$ cat config.mk
export PLATFORM = sky130hd
export DESIGN_NAME = mem_arbiter_flat
export DESIGN_NICKNAME = d
export VERILOG_FILES = /design/src/rtl/mem_arbiter_if.sv /design/src/rtl/mem_arbiter.sv /design/src/flat_wrapper.sv
export SDC_FILE = /design/constraint.sdc
export NUM_CORES = 1
export LEC_CHECK = 0
export CORE_UTILIZATION = 34
export DETAILED_ROUTE_END_ITERATION = 8
export PLACE_DENSITY = 0.77
export SLEW_MARGIN = 10
export SYNTH_ARGS = -nofsm -noshare
export SYNTH_HDL_FRONTEND = slang
export SYNTH_SLANG_ARGS = --single-unit
$ cat constraint.sdc
create_clock -name clk -period 1.47 [get_ports clk]
set_input_delay 0.2205 -clock clk [delete_from_list [all_inputs] [get_ports clk]]
set_output_delay 0.2205 -clock clk [all_outputs]
set_load 0.005 [all_outputs]
$ cat src/rtl/mem_arbiter_if.sv
// Bundle of the two requester ports and the shared single-port RAM connection
// seen by mem_arbiter.
interface mem_arbiter_if #(
  parameter int ADDR_WIDTH = 12,
  parameter int DATA_WIDTH = 32
);
  logic                  req0;
  logic                  req1;
  logic                  we0;
  logic                  we1;
  logic [ADDR_WIDTH-1:0] addr0;
  logic [ADDR_WIDTH-1:0] addr1;
  logic [DATA_WIDTH-1:0] wdata0;
  logic [DATA_WIDTH-1:0] wdata1;
  logic                  ack0;
  logic                  ack1;
  logic [DATA_WIDTH-1:0] rdata;
  logic                  busy;
  logic [ADDR_WIDTH-1:0] ram_address;
  logic [DATA_WIDTH-1:0] ram_data_in;
  logic                  ram_load;
  logic [DATA_WIDTH-1:0] ram_data_out;

  modport slave (
    input  req0, req1, we0, we1, addr0, addr1, wdata0, wdata1, ram_data_out,
    output ack0, ack1, rdata, busy, ram_address, ram_data_in, ram_load
  );

  modport master (
    output req0, req1, we0, we1, addr0, addr1, wdata0, wdata1, ram_data_out,
    input  ack0, ack1, rdata, busy, ram_address, ram_data_in, ram_load
  );
endinterface

$ cat src/rtl/mem_arbiter.sv
// Two-port round-robin arbiter in front of a level-sensitive single-port RAM.
// Every RAM-facing signal comes straight from a flop so the RAM never sees glitches.
module mem_arbiter #(
  parameter int ADDR_WIDTH = 12,
  parameter int DATA_WIDTH = 32
) (
  input logic          clk,
  input logic          rst_n,
  mem_arbiter_if.slave bus
);
  typedef enum logic [2:0] {IDLE, RD, WSETUP, WSTROBE, WHOLD} state_t;

  state_t                state, state_d;
  logic                  last, last_d;
  logic                  port, port_d;
  logic [ADDR_WIDTH-1:0] addr_q, addr_d;
  logic [DATA_WIDTH-1:0] wdata_q, wdata_d;
  logic                  load_q, load_d;
  logic                  ack0_q, ack0_d;
  logic                  ack1_q, ack1_d;
  logic [DATA_WIDTH-1:0] rdata_q, rdata_d;
  logic                  elig0, elig1, sel;

  // A port whose ack is high this cycle is masked so a still-held request is not served twice.
  assign elig0 = bus.req0 & ~ack0_q;
  assign elig1 = bus.req1 & ~ack1_q;
  assign sel   = (elig0 & elig1) ? ~last : elig1;

  always_comb begin
    state_d = state;
    last_d  = last;
    port_d  = port;
    addr_d  = addr_q;
    wdata_d = wdata_q;
    load_d  = 1'b0;
    ack0_d  = 1'b0;
    ack1_d  = 1'b0;
    rdata_d = rdata_q;
    unique case (state)
      IDLE: begin
        // The RAM address/data flops double as the transaction register.
        if (elig0 | elig1) begin
          port_d  = sel;
          last_d  = sel;
          addr_d  = sel ? bus.addr1 : bus.addr0;
          wdata_d = sel ? bus.wdata1 : bus.wdata0;
          state_d = (sel ? bus.we1 : bus.we0) ? WSETUP : RD;
        end
      end
      RD: begin
        rdata_d = bus.ram_data_out;
        ack0_d  = ~port;
        ack1_d  = port;
        state_d = IDLE;
      end
      WSETUP: begin
        load_d  = 1'b1;
        state_d = WSTROBE;
      end
      WSTROBE: state_d = WHOLD;
      WHOLD: begin
        ack0_d  = ~port;
        ack1_d  = port;
        state_d = IDLE;
      end
      default: state_d = IDLE;
    endcase
  end

  always_ff @(posedge clk or negedge rst_n) begin
    if (!rst_n) begin
      state   <= IDLE;
      last    <= 1'b1;
      port    <= 1'b0;
      addr_q  <= '0;
      wdata_q <= '0;
      load_q  <= 1'b0;
      ack0_q  <= 1'b0;
      ack1_q  <= 1'b0;
      rdata_q <= '0;
    end else begin
      state   <= state_d;
      last    <= last_d;
      port    <= port_d;
      addr_q  <= addr_d;
      wdata_q <= wdata_d;
      load_q  <= load_d;
      ack0_q  <= ack0_d;
      ack1_q  <= ack1_d;
      rdata_q <= rdata_d;
    end
  end

  assign bus.ack0        = ack0_q;
  assign bus.ack1        = ack1_q;
  assign bus.rdata       = rdata_q;
  assign bus.busy        = (state != IDLE);
  assign bus.ram_address = addr_q;
  assign bus.ram_data_in = wdata_q;
  assign bus.ram_load    = load_q;
endmodule

$ cat src/flat_wrapper.sv
// flat-port wrapper written by rule: the top's interface ports become plain ports
module mem_arbiter_flat 
#(
  parameter int ADDR_WIDTH = 12,
  parameter int DATA_WIDTH = 32
)
  (clk, rst_n, bus_req0, bus_req1, bus_we0, bus_we1, bus_addr0, bus_addr1, bus_wdata0, bus_wdata1, bus_ram_data_out, bus_ack0, bus_ack1, bus_rdata, bus_busy, bus_ram_address, bus_ram_data_in, bus_ram_load);
  mem_arbiter_if #(.ADDR_WIDTH(ADDR_WIDTH), .DATA_WIDTH(DATA_WIDTH)) bus_i ();
  input logic clk;
  input logic rst_n;
  input wire logic [$bits(bus_i.req0)-1:0] bus_req0;
  input wire logic [$bits(bus_i.req1)-1:0] bus_req1;
  input wire logic [$bits(bus_i.we0)-1:0] bus_we0;
  input wire logic [$bits(bus_i.we1)-1:0] bus_we1;
  input wire logic [$bits(bus_i.addr0)-1:0] bus_addr0;
  input wire logic [$bits(bus_i.addr1)-1:0] bus_addr1;
  input wire logic [$bits(bus_i.wdata0)-1:0] bus_wdata0;
  input wire logic [$bits(bus_i.wdata1)-1:0] bus_wdata1;
  input wire logic [$bits(bus_i.ram_data_out)-1:0] bus_ram_data_out;
  output wire logic [$bits(bus_i.ack0)-1:0] bus_ack0;
  output wire logic [$bits(bus_i.ack1)-1:0] bus_ack1;
  output wire logic [$bits(bus_i.rdata)-1:0] bus_rdata;
  output wire logic [$bits(bus_i.busy)-1:0] bus_busy;
  output wire logic [$bits(bus_i.ram_address)-1:0] bus_ram_address;
  output wire logic [$bits(bus_i.ram_data_in)-1:0] bus_ram_data_in;
  output wire logic [$bits(bus_i.ram_load)-1:0] bus_ram_load;
  assign bus_i.req0 = bus_req0;
  assign bus_i.req1 = bus_req1;
  assign bus_i.we0 = bus_we0;
  assign bus_i.we1 = bus_we1;
  assign bus_i.addr0 = bus_addr0;
  assign bus_i.addr1 = bus_addr1;
  assign bus_i.wdata0 = bus_wdata0;
  assign bus_i.wdata1 = bus_wdata1;
  assign bus_i.ram_data_out = bus_ram_data_out;
  assign bus_ack0 = bus_i.ack0;
  assign bus_ack1 = bus_i.ack1;
  assign bus_rdata = bus_i.rdata;
  assign bus_busy = bus_i.busy;
  assign bus_ram_address = bus_i.ram_address;
  assign bus_ram_data_in = bus_i.ram_data_in;
  assign bus_ram_load = bus_i.ram_load;
  mem_arbiter #(.ADDR_WIDTH(ADDR_WIDTH), .DATA_WIDTH(DATA_WIDTH)) u_core (.clk(clk), .rst_n(rst_n), .bus(bus_i));
endmodule
Word-level counts from Yosys, hierarchy flattened

Cells that the tools add are included.

Add/sub/neg operators: 0
$mul: 0
Div/mod/pow operators: 0
Magnitude comparators: 0
Equality and inequality tests: 5
Shift operators: 0
Muxes and demuxes: 10
Bitwise operators: 8
Reduce and logical (&&, ||, !) cells: 4

Operator list:

| kind                                                            | number |
|---|---|
| 32-bit 2-to-1 mux                                               | 1 |
| 12-bit 2-to-1 mux                                               | 1 |
| 3-bit one-hot mux with 3 select lines                           | 1 |
| 3-bit by 2-bit == test with 1-bit output, second input constant | 2 |
| 1-bit 2-to-1 mux                                                | 5 |
| 1-bit NOT                                                       | 4 |
| 1-bit bitwise AND                                               | 3 |
| 3-bit by 1-bit == test with 1-bit output, second input constant | 1 |
| 3-bit == test, second input constant                            | 1 |
| 3-bit zero test                                                 | 1 |
| 3-bit 2-to-1 mux                                                | 1 |
| 3-bit nonzero test                                              | 1 |
| 2-bit 2-to-1 mux                                                | 1 |
| 2-bit by 1-bit != test with 1-bit output, second input constant | 1 |
| 2-bit AND reduction                                             | 1 |
| 2-bit OR reduction                                              | 1 |
| 1-bit bitwise OR                                                | 1 |

Bits in registers: 84
Bits in latches: 0
RAM bits: 0
ROM bits: 0
Input port bits: 126
Output and inout bits: 80
Logic and storage cells: 36
Memories kept: 0

Logic depth before layout (Yosys ltp)

Depth after elaboration: 8
Mapped depth: 6
Gate-level depth less buffers: 4

Worst setup path before layout

No wires, ideal clock.

Kind: register -> register
Start: register u_core.ack0_q, in the netlist u_core.bus.ack0
End: register u_core.wdata_q[10], in the netlist u_core.bus.ram_data_in[10]
Library setup time: 0.137 ns
Data arrival time: 1.517 ns
Required time: 1.333 ns
Path slack: -0.184 ns
Cell stages (with the launch flop): 7
Path buffers: 2
Clock period less this slack: 1.654 ns
Cells stage by stage: dfrtp_1 -> nand2b_1 -> o21bai_1 -> buf_2 -> buf_2 -> mux2i_1 -> a21oi_1

Word-level cells in the longest chain between the ends: 5
Elaborated cells between the ends (all ways): 7
Those cells by class: 2 x mux; 4 x bitwise; 1 x reduce/logical

Ends and longest elaborated chain:

| item                     | RTL line          | source |
|---|---|---|
| start: declaration       | mem_arbiter.sv:19 | `logic ack0_q, ack0_d;` |
| start signal: assignment | mem_arbiter.sv:88 | `ack0_q <= ack0_d;` |
| 1-bit NOT *              | mem_arbiter.sv:25 | `assign elig0 = bus.req0 & ~ack0_q;` |
| 1-bit bitwise AND *      | mem_arbiter.sv:25 |  |
| 1-bit bitwise AND        | mem_arbiter.sv:27 | `assign sel = (elig0 & elig1) ? ~last : elig1;` |
| 1-bit 2-to-1 mux         | mem_arbiter.sv:27 |  |
| 32-bit 2-to-1 mux        | mem_arbiter.sv:46 | `wdata_d = sel ? bus.wdata1 : bus.wdata0;` |
| end signal: assignment   | mem_arbiter.sv:86 | `wdata_q <= wdata_d;` |
| end: declaration         | mem_arbiter.sv:17 | `logic [DATA_WIDTH-1:0] wdata_q, wdata_d;` |

Every way passes the cells marked *; elsewhere a longest branch is shown, timed or not.
A chain may end at the register's enable or synchronous reset.

Worst setup path after layout

Start: register u_core.ack1_q, in the netlist u_core.bus.ack1
End: register u_core.wdata_q[10], in the netlist u_core.bus.ram_data_in[10]

Word-level cells in the longest chain between the ends: 5
Elaborated cells between the ends (all ways): 7
Those cells by class: 2 x mux; 4 x bitwise; 1 x reduce/logical

Ends and longest elaborated chain:

| item                     | RTL line          | source |
|---|---|---|
| start: declaration       | mem_arbiter.sv:20 | `logic ack1_q, ack1_d;` |
| start signal: assignment | mem_arbiter.sv:89 | `ack1_q <= ack1_d;` |
| 1-bit NOT *              | mem_arbiter.sv:26 | `assign elig1 = bus.req1 & ~ack1_q;` |
| 1-bit bitwise AND *      | mem_arbiter.sv:26 |  |
| 1-bit bitwise AND        | mem_arbiter.sv:27 |  |
| 1-bit 2-to-1 mux         | mem_arbiter.sv:27 |  |
| 32-bit 2-to-1 mux        | mem_arbiter.sv:46 |  |

Marks and branches as above.

==> flow_summary_export.csv <==
group,metric,value,unit
outcome,outcome,"complete, but fails checks",
outcome,violations_in_the_final_reports,"negative setup slack",
cts,ctsHtreeMaxLevel,3,
setup_path,critPathKind,"flip-flop to flip-flop",
synth,synth.top_cells.by_area,"sky130_fd_sc_hd__dfrtp_1 59%, sky130_fd_sc_hd__mux2i_1 13%, sky130_fd_sc_hd__mux2_2 10%, sky130_fd_sc_hd__a21oi_1 6.2%, sky130_fd_sc_hd__nor2_1 4.8%",
cells_and_area,layout.nets,667,
synth,synth.largest_area_cell,"sky130_fd_sc_hd__dfrtp_1",
synth,post_synth.cell_area_avg,12.24,um2
routing,remaining_drc_errors,0,
cts,cts_tree,"yes",
routing,wl_per_cell,17.09,um
global_routing,grtUsageTotal,19.74,%
synth,synth.ff_latch_count,84,
place,finalWeightedCongestion,0.7456,
hold_path,worst_hold_startpoint,"u_core.port$_DFFE_PN0P_",
run,timing.max_cap.violations,0,
synth,synth_nets,415,
setup_path,cp.required,1.71,ns
power_and_ir_drop,powerDensity,2016,nW/um2
die,die_area,10820,um2
sta,timing.final.setup_violations,78,
routing,firstDrtPassIters,4,
synth,syn-cell-area,3537,um2
cts,clockRootBuffer,"sky130_fd_sc_hd__clkbuf_8",
sta,fin_ws,-0.1126,ns
routing,viasPerCell,4.712,
cells_and_area,finish.instance_area,7009,um2
setup_path,crit_path_start_kind,"flip-flop",
cts,clk_pin_slew,0.09,ns
sta,rsz0062_at_grt,"yes",
cts,cts_sinks,84,
die,num_rows,36,
synth,number_of_synthesized_flops_with_an_enable_pin,0,
hold_path,holdCritPathClass,"flip-flop to flip-flop",
die,floorplan.initialDensity,35.69,%
place,placement.cell_area,5959,um2
sta,final_hold_viol_count,0,
global_routing,grt_pass1_wl,16.88,mm
sta,timing.final.max_slew_violations,0,
synth,ys.flop_type,"sky130_fd_sc_hd__dfrtp_1",
routing,drt_iter0_markers,94,
global_routing,initial_antenna_violation_count,0,
die,die_width,104.0,um
sta,worst_slew_pin_slew,0.4513,ns
cells_and_area,layout-area-overhead-vs-synth,98.16,%
synth,async_flop_share,100.0,%
sta,fin_worst_skew,0.01280,ns
global_routing,largest_net_degree_at_the_start_of_global_routing,85,
die,die-height,104.0,um
cells_and_area,ff_latch_area,2106,um2
cells_and_area,final_core_utilization,70.73,%
setup_path,worst_r2r_startpoint,"u_core.bus.ack1$_DFF_PN0_",
cts,cts-buffers-inserted,9,
cts,longest_clk_path_bufs,2,
setup_path,timing.critical_path.to_type,"flip-flop",
sta,fmax,631.9,MHz
die,coreArea,9910,um2
place,numPortBuffers,205,
routing,detailroute.via_count,3190,
sta,min_cycle_time_layout,1.583,ns
place,post-dp-hpwl,7.013,mm
sta,slew_headroom,69.91,%
synth,synth_cells,289,
global_routing,global_route.overflow_total,0,
synth,synth-seq-area-share,59.46,%
cells_and_area,share_of_final_layout_standard_cells_stronger_than_drive_strength_1,25.74,%
synth,yosysWarningCount,0,
sta,fin_crit_sh,107.7,%
die,io-pin-count,206,
routing,drt_wl_total,11.57,mm
setup_path,maximum_fanout_along_the_worst_path,8,
synth,synth_top_area_share,58.72,%
setup_path,worstPathArrival,1.82,ns
cells_and_area,fillerInstances,692,
power_and_ir_drop,leakagePower,0.003413,uW
setup_path,cp_startpoint,"u_core.bus.ack1$_DFF_PN0_",
cells_and_area,num_antenna_cells,0,
global_routing,grt_pass1_vias,3414,
place,dp_slack,-0.4319,ns
routing,count_of_antenna_violating_nets_left_after_detailed_routing,0,
synth,synth.distinct_cells,20,
cells_and_area,multi_input_area,1640,um2
power_and_ir_drop,power.ir.vdd_worst,0.001191,V
cts,worst_skew_pair.late_latency,0.35,ns
## stage by stage
step	std cells	total power [uW]	TNS [ns]	hold slack (ns)
after detailed placement	634	10380	-18.44	0.2889
after global routing	677	14960	-8.331	0.4469
after CTS	661	13060	-4.632	0.4366
after floorplan	289	6897	-0.9625	-0.07509
final	677	14130	-3.463	0.4329
after global placement	634	10150	-16.51	0.2843
## final timing paths
kind,slack (ns),cells after the start,endpoint
setup / recovery,-0.11,6,u_core.bus.ram_data_in[10]$_DFFE_PN0P_
setup reg to reg,-0.11,6,u_core.bus.ram_data_in[10]$_DFFE_PN0P_
hold reg to reg,0.43,1,u_core.bus.ack0$_DFF_PN0_
max in group asynchronous,0.66,3,u_core.last$_DFFE_PN1P_
min in group asynchronous,0.45,3,u_core.bus.ram_address[7]$_DFFE_PN0P_
hold / removal,0.43,1,u_core.bus.ack0$_DFF_PN0_
## cells in the mapped netlist (all sizes together) (2+ instances only)
master	count
dfrtp	83
buf	10
nand2b	2
clkbuf	9
nor3	2
mux2	32
nand2	3
nor2	45
mux2i	47
inv	3
a21oi	44
## worst max-delay path, cell delays in order (launching register included)
cell,delay (ns)
sky130_fd_sc_hd__dfrtp_1,0.38
sky130_fd_sc_hd__nand2b_4,0.16
sky130_fd_sc_hd__a2111oi_4,0.35
sky130_fd_sc_hd__buf_6,0.21
sky130_fd_sc_hd__buf_6,0.14
sky130_fd_sc_hd__clkbuf_16,0.16
sky130_fd_sc_hd__a21oi_1,0.07
## power breakdown
| part | switching, uW | internal [uW] |
|---|---|---|
| combinational | 3080 | 5030 |
| sequential | 601 | 3500 |
| clock | 811 | 1110 |
| total | 4490 | 9630 |
## state kept, by name, indices dropped and copies added, names as in the netlist
| signal | flops |
|---|---|
| u_core.last | 1 |
| u_core.bus.ack1 | 1 |
| u_core.bus.ram_load | 1 |
| u_core.bus.ram_data_in | 32 |
| u_core.bus.ram_address | 12 |
| u_core.port | 1 |
| u_core.bus.ack0 | 1 |
| u_core.bus.rdata | 32 |
| u_core.state | 3 |
## final cells by class
type	instances	share of cell area, %
timing repair buffer	260	40.79
sequential	84	30.04
multi-input combinational	183	23.40
tap	133	2.374
clock buffer	9	1.767
clock inverter	5	1.464
inverter	3	0.1607
## per-layer routing
layer	up-vias	wire length, um	track usage (%)	share of wire, %
met2	131	5985	35.24	52
met5	-	0	0	0
li1	1501	-	-	-
met1	1547	4623	22.62	40
met4	0	127	5.306	1.1
met3	11	831	6.328	7.2
## logic make-up after synthesis
kind of cell | count (synthesis) | share of synthesized area [%]
AOI/OAI and AO/OA | 48 | 7.605
xor gates and xnor gates | 1 | 0.2477
buffers and inverters | 22 | 2.688
DFF | 84 | 59.46
muxes | 79 | 23.49
and+or+nand+nor | 55 | 6.509
## repair_timing
item,4_1_cts,5_1_grt
pin swaps,4,7
hold buffers,1,0
setup endpoints to repair,54,130
gates resized for setup,35,119
setup buffers,8,13
hold endpoints to repair,83,0
cloned,4,5
## layout by cell type (no fill, tap or decap), types with 2 or more instances in the layout
cell	count
sky130_fd_sc_hd__dfrtp_1	81
sky130_fd_sc_hd__clkbuf_16	4
sky130_fd_sc_hd__mux2i_4	4
sky130_fd_sc_hd__a21oi_1	30
sky130_fd_sc_hd__nor3_1	2
sky130_fd_sc_hd__bufinv_16	3
sky130_fd_sc_hd__buf_6	7
sky130_fd_sc_hd__clkbuf_2	2
sky130_fd_sc_hd__a21oi_2	12
sky130_fd_sc_hd__clkdlybuf4s50_1	145
sky130_fd_sc_hd__inv_1	2
sky130_fd_sc_hd__mux2i_1	40
sky130_fd_sc_hd__buf_16	3
sky130_fd_sc_hd__dlymetal6s2s_1	51
sky130_fd_sc_hd__nand2b_4	2
sky130_fd_sc_hd__nand2_1	3
sky130_fd_sc_hd__clkbuf_8	9
sky130_fd_sc_hd__dfrtp_2	2
sky130_fd_sc_hd__nor2_1	39
sky130_fd_sc_hd__buf_4	30
sky130_fd_sc_hd__a21oi_4	2
sky130_fd_sc_hd__dlygate4sd2_1	6
sky130_fd_sc_hd__mux2i_2	3
sky130_fd_sc_hd__buf_12	9
sky130_fd_sc_hd__nor2_2	5
sky130_fd_sc_hd__mux2_4	32
sky130_fd_sc_hd__buf_8	2
Note: power is estimated with default switching activity, not from simulation.
